--- config.mk ---
export PLATFORM = sky130hd
export DESIGN_NAME = alu_issue_flat
export DESIGN_NICKNAME = d
export VERILOG_FILES = /design/src/rtl/alu_issue_if.sv /design/src/rtl/alu_issue.sv /design/src/flat_wrapper.sv
export SDC_FILE = /design/constraint.sdc
export NUM_CORES = 1
export LEC_CHECK = 0
export BUFFER_PORTS_ARGS = -buffer_cell sky130_fd_sc_hd__buf_2
export CAP_MARGIN = 20
export CORE_UTILIZATION = 55
export DETAILED_ROUTE_END_ITERATION = 10
export GPL_TIMING_DRIVEN = 0
export PLACE_DENSITY = 0.8
export SLEW_MARGIN = 40
export SYNTH_ARGS = -nofsm -noshare
export SYNTH_HDL_FRONTEND = slang
export SYNTH_SLANG_ARGS = --single-unit
--- constraint.sdc ---
create_clock -name clk -period 8.1 [get_ports clk]
set_input_delay 1.215 -clock clk [delete_from_list [all_inputs] [get_ports clk]]
set_output_delay 1.215 -clock clk [all_outputs]
set_load 0.05 [all_outputs]
--- src/rtl/alu_issue_if.sv ---
// Request, ALU-drive and response signals of the alu_issue stage.
// The slave modport is the issue stage; the master is its environment.
interface alu_issue_if #(
    parameter int unsigned N = 32
);
    logic           req_valid;
    logic           req_ready;
    logic [N-1:0]   req_a;
    logic [N-1:0]   req_b;
    logic [2:0]     req_op;
    logic           alu_en;
    logic [N-1:0]   alu_a;
    logic [N-1:0]   alu_b;
    logic [2:0]     alu_op;
    logic [2*N-1:0] alu_y;
    logic           rsp_valid;
    logic           rsp_ready;
    logic [2*N-1:0] rsp_y;
    logic [2:0]     rsp_flag;
    logic           busy;

    modport master (
        output req_valid, req_a, req_b, req_op, alu_y, rsp_ready,
        input  req_ready, alu_en, alu_a, alu_b, alu_op,
               rsp_valid, rsp_y, rsp_flag, busy
    );

    modport slave (
        input  req_valid, req_a, req_b, req_op, alu_y, rsp_ready,
        output req_ready, alu_en, alu_a, alu_b, alu_op,
               rsp_valid, rsp_y, rsp_flag, busy
    );
endinterface

--- src/rtl/alu_issue.sv ---
// Issue stage for a combinational ALU: queues requests, drives the ALU for a
// per-op settle window, then holds result plus {H,N,Z} flags on a response port.
module alu_issue #(
    parameter int unsigned N       = 32,
    parameter int unsigned DEPTH   = 4,
    parameter int unsigned MUL_LAT = 4
) (
    input  logic         clk,
    input  logic         rst_n,
    alu_issue_if.slave   bus
);
    localparam int unsigned AW = $clog2(DEPTH);
    localparam int unsigned CW = (MUL_LAT > 1) ? $clog2(MUL_LAT) : 1;
    localparam int unsigned EW = 2 * N + 3;

    typedef enum logic [1:0] {IDLE, EXEC, HOLD} state_t;

    state_t          state_q;
    logic [EW-1:0]   mem_q [DEPTH];
    logic [AW:0]     wr_ptr_q, rd_ptr_q;
    logic [CW-1:0]   cnt_q;
    logic            alu_en_q;
    logic [N-1:0]    alu_a_q, alu_b_q;
    logic [2:0]      alu_op_q;
    logic            rsp_valid_q;
    logic [2*N-1:0]  rsp_y_q;
    logic [2:0]      rsp_flag_q;

    logic            full, empty, push, pop;
    logic [N-1:0]    head_a, head_b;
    logic [2:0]      head_op;
    logic [2:0]      flag_d;

    assign empty = (wr_ptr_q == rd_ptr_q);
    assign full  = (wr_ptr_q[AW] != rd_ptr_q[AW]) &&
                   (wr_ptr_q[AW-1:0] == rd_ptr_q[AW-1:0]);
    // Ready is forced low while reset is held so every output reads zero.
    assign bus.req_ready = rst_n && !full;
    assign push = bus.req_valid && bus.req_ready;
    assign pop  = (state_q == IDLE) && !empty;

    assign {head_a, head_b, head_op} = mem_q[rd_ptr_q[AW-1:0]];
    assign flag_d = {|bus.alu_y[2*N-1:N], bus.alu_y[N-1], (bus.alu_y == '0)};

    always_ff @(posedge clk) begin
        if (push) begin
            mem_q[wr_ptr_q[AW-1:0]] <= {bus.req_a, bus.req_b, bus.req_op};
        end
    end

    always_ff @(posedge clk or negedge rst_n) begin
        if (!rst_n) begin
            state_q     <= IDLE;
            wr_ptr_q    <= '0;
            rd_ptr_q    <= '0;
            cnt_q       <= '0;
            alu_en_q    <= 1'b0;
            alu_a_q     <= '0;
            alu_b_q     <= '0;
            alu_op_q    <= '0;
            rsp_valid_q <= 1'b0;
            rsp_y_q     <= '0;
            rsp_flag_q  <= '0;
        end else begin
            if (push) begin
                wr_ptr_q <= wr_ptr_q + (AW+1)'(1);
            end
            unique case (state_q)
                IDLE: begin
                    if (pop) begin
                        rd_ptr_q <= rd_ptr_q + (AW+1)'(1);
                        alu_a_q  <= head_a;
                        alu_b_q  <= head_b;
                        alu_op_q <= head_op;
                        alu_en_q <= 1'b1;
                        cnt_q    <= (head_op == 3'b111) ? CW'(MUL_LAT - 1) : '0;
                        state_q  <= EXEC;
                    end
                end
                EXEC: begin
                    if (cnt_q != '0) begin
                        cnt_q <= cnt_q - CW'(1);
                    end else begin
                        rsp_y_q     <= bus.alu_y;
                        rsp_flag_q  <= flag_d;
                        rsp_valid_q <= 1'b1;
                        alu_en_q    <= 1'b0;
                        state_q     <= HOLD;
                    end
                end
                HOLD: begin
                    if (bus.rsp_ready) begin
                        rsp_valid_q <= 1'b0;
                        state_q     <= IDLE;
                    end
                end
                default: state_q <= IDLE;
            endcase
        end
    end

    assign bus.alu_en    = alu_en_q;
    assign bus.alu_a     = alu_a_q;
    assign bus.alu_b     = alu_b_q;
    assign bus.alu_op    = alu_op_q;
    assign bus.rsp_valid = rsp_valid_q;
    assign bus.rsp_y     = rsp_y_q;
    assign bus.rsp_flag  = rsp_flag_q;
    assign bus.busy      = !empty || (state_q != IDLE);
endmodule
--- src/flat_wrapper.sv ---
// flat-port wrapper written by rule: the top's interface ports become plain ports
module alu_issue_flat 
#(
    parameter int unsigned N       = 32,
    parameter int unsigned DEPTH   = 4,
    parameter int unsigned MUL_LAT = 4
)
  (clk, rst_n, bus_req_valid, bus_req_a, bus_req_b, bus_req_op, bus_alu_y, bus_rsp_ready, bus_req_ready, bus_alu_en, bus_alu_a, bus_alu_b, bus_alu_op, bus_rsp_valid, bus_rsp_y, bus_rsp_flag, bus_busy);
  alu_issue_if #(.N(N)) bus_i ();
  input  logic clk;
  input  logic rst_n;
  input wire logic [$bits(bus_i.req_valid)-1:0] bus_req_valid;
  input wire logic [$bits(bus_i.req_a)-1:0] bus_req_a;
  input wire logic [$bits(bus_i.req_b)-1:0] bus_req_b;
  input wire logic [$bits(bus_i.req_op)-1:0] bus_req_op;
  input wire logic [$bits(bus_i.alu_y)-1:0] bus_alu_y;
  input wire logic [$bits(bus_i.rsp_ready)-1:0] bus_rsp_ready;
  output wire logic [$bits(bus_i.req_ready)-1:0] bus_req_ready;
  output wire logic [$bits(bus_i.alu_en)-1:0] bus_alu_en;
  output wire logic [$bits(bus_i.alu_a)-1:0] bus_alu_a;
  output wire logic [$bits(bus_i.alu_b)-1:0] bus_alu_b;
  output wire logic [$bits(bus_i.alu_op)-1:0] bus_alu_op;
  output wire logic [$bits(bus_i.rsp_valid)-1:0] bus_rsp_valid;
  output wire logic [$bits(bus_i.rsp_y)-1:0] bus_rsp_y;
  output wire logic [$bits(bus_i.rsp_flag)-1:0] bus_rsp_flag;
  output wire logic [$bits(bus_i.busy)-1:0] bus_busy;
  assign bus_i.req_valid = bus_req_valid;
  assign bus_i.req_a = bus_req_a;
  assign bus_i.req_b = bus_req_b;
  assign bus_i.req_op = bus_req_op;
  assign bus_i.alu_y = bus_alu_y;
  assign bus_i.rsp_ready = bus_rsp_ready;
  assign bus_req_ready = bus_i.req_ready;
  assign bus_alu_en = bus_i.alu_en;
  assign bus_alu_a = bus_i.alu_a;
  assign bus_alu_b = bus_i.alu_b;
  assign bus_alu_op = bus_i.alu_op;
  assign bus_rsp_valid = bus_i.rsp_valid;
  assign bus_rsp_y = bus_i.rsp_y;
  assign bus_rsp_flag = bus_i.rsp_flag;
  assign bus_busy = bus_i.busy;
  alu_issue #(.N(N), .DEPTH(DEPTH), .MUL_LAT(MUL_LAT)) u_core (.clk(clk), .rst_n(rst_n), .bus(bus_i));
endmodule
* Word level (Yosys, flattened, before mapping)
Memories as Yosys holds them, arrays and structs flattened.
Index checks and enable logic that the tools add are counted.
Widths: inputs -> output; s select.
** Word-level totals
- Memories :: 1
- Bits of input ports :: 135
- Bits in writable memories :: 268
- Register bits after elaboration :: 146
- Output and inout bits :: 138
** Operators by class
- Add/sub/neg operators :: 3
- Reduce and logical (&&, ||, !) cells :: 20
- Eq/ne operators :: 10
- Mux-type cells :: 16
- Bitwise operators :: 1
** Memory list
- u_core.mem_q :: depth 4, width 67, read ports 1, clocked after memory_dff 0, write ports 1, line alu_issue.sv:19 : logic [EW-1:0] mem_q [DEPTH];
** Operators by type and width (count)
- $logic_not 64->1 :: 1
- $reduce_or 32->1 :: 1
- $mux 2 :: 6
- $reduce_and 3->1 :: 4
- $reduce_bool 2->1 :: 4
- $add 3x1->3 const B :: 2
- $mux 1 :: 6
- $pmux 2 s3 :: 1
- $logic_and 1x1->1 :: 4
- $ne 2x1->1 const B :: 2
- $ne 2x2->1 const B :: 2
- $pmux 1 s2 :: 2
- $pmux 2 s2 :: 1
- $reduce_and 2->1 :: 2
- $eq 3x3->1 :: 1
- $eq 3x3->1 const B :: 1
- $eq 2x1->1 const B :: 1
- $eq 2x2->1 :: 1
- $eq 2x2->1 const B :: 1
- $logic_not 1->1 :: 2
- $logic_not 2->1 :: 1
- $sub 2x1->2 const B :: 1
- $logic_or 1x1->1 :: 1
- $ne 1x1->1 :: 1
- $not 1->1 :: 1

* Longest topological paths before layout
- Depth after elaboration :: 7
- Gate-level depth with buffers :: 6
- Depth with buffers taken out :: 5

* Worst setup path before layout
Ideal clock, no wire load.
- Path type :: in2reg
- Start point :: in rst_n
- End point :: mem u_core.mem_q[3][0] (netlist name), enable pin
- Library setup time :: 0.434 ns
- Path slack :: 3.683 ns
- Arrival time :: 3.983 ns
- Stages :: 3
- Buffers on the path :: 0
- Path through :: inv_1 a31oi_1 and3_1
** Between the ends
- Longest elaborated chain between the ends :: 4
** RTL lines
- start: declaration :: line flat_wrapper.sv:11 : input logic rst_n;
- $logic_and 1x1->1 :: line alu_issue.sv:38 : assign bus.req_ready = rst_n && !full;
- net bus_req_ready :: line flat_wrapper.sv:18 : output wire logic [$bits(bus_i.req_ready)-1:0] bus_req_ready;
- $logic_and 1x1->1 :: line alu_issue.sv:39 : assign push = bus.req_valid && bus.req_ready;
- $mux 1 :: line alu_issue.sv:46 : if (push) begin
- $mux 1 (implied by the code) :: line alu_issue.sv:47 : mem_q[wr_ptr_q[AW-1:0]] <= {bus.req_a, bus.req_b, bus.req_op};
- end: declaration :: line alu_issue.sv:19
The timed path passes the listed nets, and every way through them passes these cells.

* Final worst setup path
- Start point :: in rst_n
- End point :: out bus_req_ready
** Between the ends
- Longest elaborated chain between the ends :: 1
** RTL lines (line)
- $logic_and 1x1->1 :: alu_issue.sv:38
- end: declaration :: flat_wrapper.sv:18
No other way between the ends.

==> results.ini <==
[status]
outcome=finished clean

[critical_path]
critPathMaxStageDelay_ns=0.41
slowest_stage=a31oi_1
path_max_fanout=64
worstPathArrival_ns=2.74
required_ns=6.88
start_kind=input pin
path_depth=5
reg2regPathDepth=5
ff2ff_setup_slack_ns=5.84
crit_family=buffers and inverters
path_cells=buf_8 -> buf_16 -> inv_1 -> a31oi_1 -> buf_2
end_kind=primary output
path_buf_inv=4
criticalPathCategory=in -> out

[sta]
finalSetupTns_ns=0
slew_headroom=0.526
fin_skew_ns=0.0121
whs_ns=0.481
rsz0062_at_grt=false
setup_violations=0
min_period_ns=3.95
final.period_utilization=0.488
clock.fmax_ghz=0.253
tightest_slew_ns=0.711
slew_violations=0
hold_viol=0

[detailed_routing]
first_pass_iters=4
vias_per_cell=5.45
wire_per_inst_um=21.4
routed_wl_um=31300
vias=7953
ant_nets=0
first_iter_violations=440
drc_errors=0

[cts]
htreeDepth=2
cts_setup_buffers=0
cts_tree=done
cts_buffers=42
cts-root-buf=clkbuf_16
post_cts_resized=0
clock_path_buffers=3
cts_sinks=413
ctsHoldBuffers=0
clock_latency_ns=0.52
cts.clk_slew.worst_paths_ns=0.06

[floorplanning]
rows=61
pin_count=273
core-area_um2=27700
die_h_um=170
initial_core_util=0.558
design.die.area_um2=28800
die_w_um=170

[yosys]
synth_warnings=0
synth_seq_area_share=0.755
syn_area_um2=15500
synthTopCellsByArea=edfxtp_1, dfrtp_1, mux4_2
synth_top_area_share=0.521
syn_area_per_cell_um2=21.6
synth_ff_type=edfxtp_1
synth-edff-count=268
synthesis.nets=857
ys_seq_elements=413
synthDistinctLibCells=30
syn-instance-count=716
synth-async-reset-ratio=0.351
yosysTopAreaCell=edfxtp_1

[cells_and_area]
layout.nets=1184
syn_to_final_growth_pct=22.3
fill_cells=1808
drive_above_1_share=0.526

[hold_path]
min_path_type=reg -> reg
hold-path-cell-count=1

[global_route]
gr-usage-met2=0.391
grt_pass1_wl_um=47100
use_met3=0.0597
grt_pass1_vias=8360
met1_usage=0.263
top_usage_layer=met2
overflow=0
grt_antenna_before_repair=5
track_usage=0.221
grt_max_degree=65

[placement]
gp_congestion=0.714
dp_hpwl_um=21100
port-buffer-count=272

[power]
leakage_uw=0.00728
ir_worst_vdd_v=0.000350
powerDensity_nw_per_um2=453

[job]
drv_cap=0

## cell usage in the layout, fill, tap and decap left out, drive strengths merged, types with 8 or more instances in the layout
| cell type | instances |
|---|---|
| buf | 303 |
| clkbuf | 70 |
| clkinv | 8 |
| dfrtp | 145 |
| edfxtp | 268 |
| inv | 9 |
| mux2 | 135 |
| mux4 | 67 |
| nor4 | 16 |
## metal layers
| layer | vias to the layer above | share of wire |
|---|---|---|
| met5 | - | 0.00026 |
| met4 | 2 | 0.024 |
| met3 | 51 | 0.075 |
| met2 | 277 | 0.51 |
| met1 | 4088 | 0.39 |
| li1 | 3535 | - |
## state kept, by name (all words and copies together) (netlist names)
signal	flops
u_core.bus.rsp_flag	3
u_core.bus.alu_b	32
u_core.wr_ptr_q	3
u_core.mem_q	268
u_core.bus.alu_op	3
u_core.bus.alu_en	1
u_core.bus.rsp_y	63
u_core.bus.alu_a	32
u_core.bus.rsp_valid	1
u_core.cnt_q	2
u_core.rd_ptr_q	3
u_core.state_q	2
## kinds of logic after synthesis
logic type / Yosys count / synth area share
simple gates: 37 / 0.0138
xor+xnor: 8 / 0.00502
compound gates: 12 / 0.00591
flops: 413 / 0.755
buf+inv: 38 / 0.0142
mux: 202 / 0.201
fa+ha+maj: 6 / 0.00486
## area by class of cell
class	instances	area, um2	share of cell area
well taps	378	473	0.0250
clock inverters	18	185	0.00979
repair buffers	283	1590	0.0843
inverters	6	22.5	0.00119
clock buffers	58	1160	0.0615
plain buffers	32	198	0.0105
flip-flops and latches	413	11700	0.618
diodes	6	15.0	0.000794
multi-input cells	265	3580	0.189
## final timing paths
path,end,from
worst max-delay path,bus_req_ready,rst_n
worst min register to register,u_core.bus.alu_a[19]$_DFFE_PN0P_,u_core.bus.alu_a[19]$_DFFE_PN0P_
worst max register to register,u_core.bus.alu_a[4]$_DFFE_PN0P_,u_core.rd_ptr_q[1]$_DFFE_PN0P_
min in group asynchronous,u_core.bus.alu_a[26]$_DFFE_PN0P_,rst_n
worst min-delay path,u_core.bus.alu_a[19]$_DFFE_PN0P_,u_core.bus.alu_a[19]$_DFFE_PN0P_
max in group asynchronous,u_core.bus.rsp_y[18]$_DFFE_PN0P_,rst_n
## per-stage QoR
stage                     cell area [um2]   util  setup slack, ns  total power (uW)  cells
after floorplan                     15500      -             3.68              5840    716
after global placement              17300  0.624            0.187              6670   1366
after detailed placement            17500  0.633             4.10              6770   1377
after CTS                           18900  0.682             4.10              8650   1453
after global routing                18900  0.682             3.97              8920   1456
final                               18900  0.682             4.15              8560   1459
## cell usage after synthesis, drive strengths merged, types with 2 or more instances
| master | instances |
|---|---|
| mux2 | 135 |
| xor2 | 3 |
| xnor2 | 5 |
| inv | 6 |
| and3 | 4 |
| a21oi | 3 |
| nor2 | 2 |
| or4 | 2 |
| edfxtp | 268 |
| dfrtp | 145 |
| clkbuf | 12 |
| mux4 | 67 |
| nand4 | 5 |
| buf | 20 |
| ha | 6 |
| o21ai | 4 |
| nor4 | 16 |
| nand2 | 6 |
## power by group
| part | internal [uW] | switching, uW |
|---|---|---|
| combinational | 1330 | 2310 |
| clock | 1110 | 755 |
| sequential | 2820 | 243 |
Note: power is estimated with default switching activity, not from simulation.
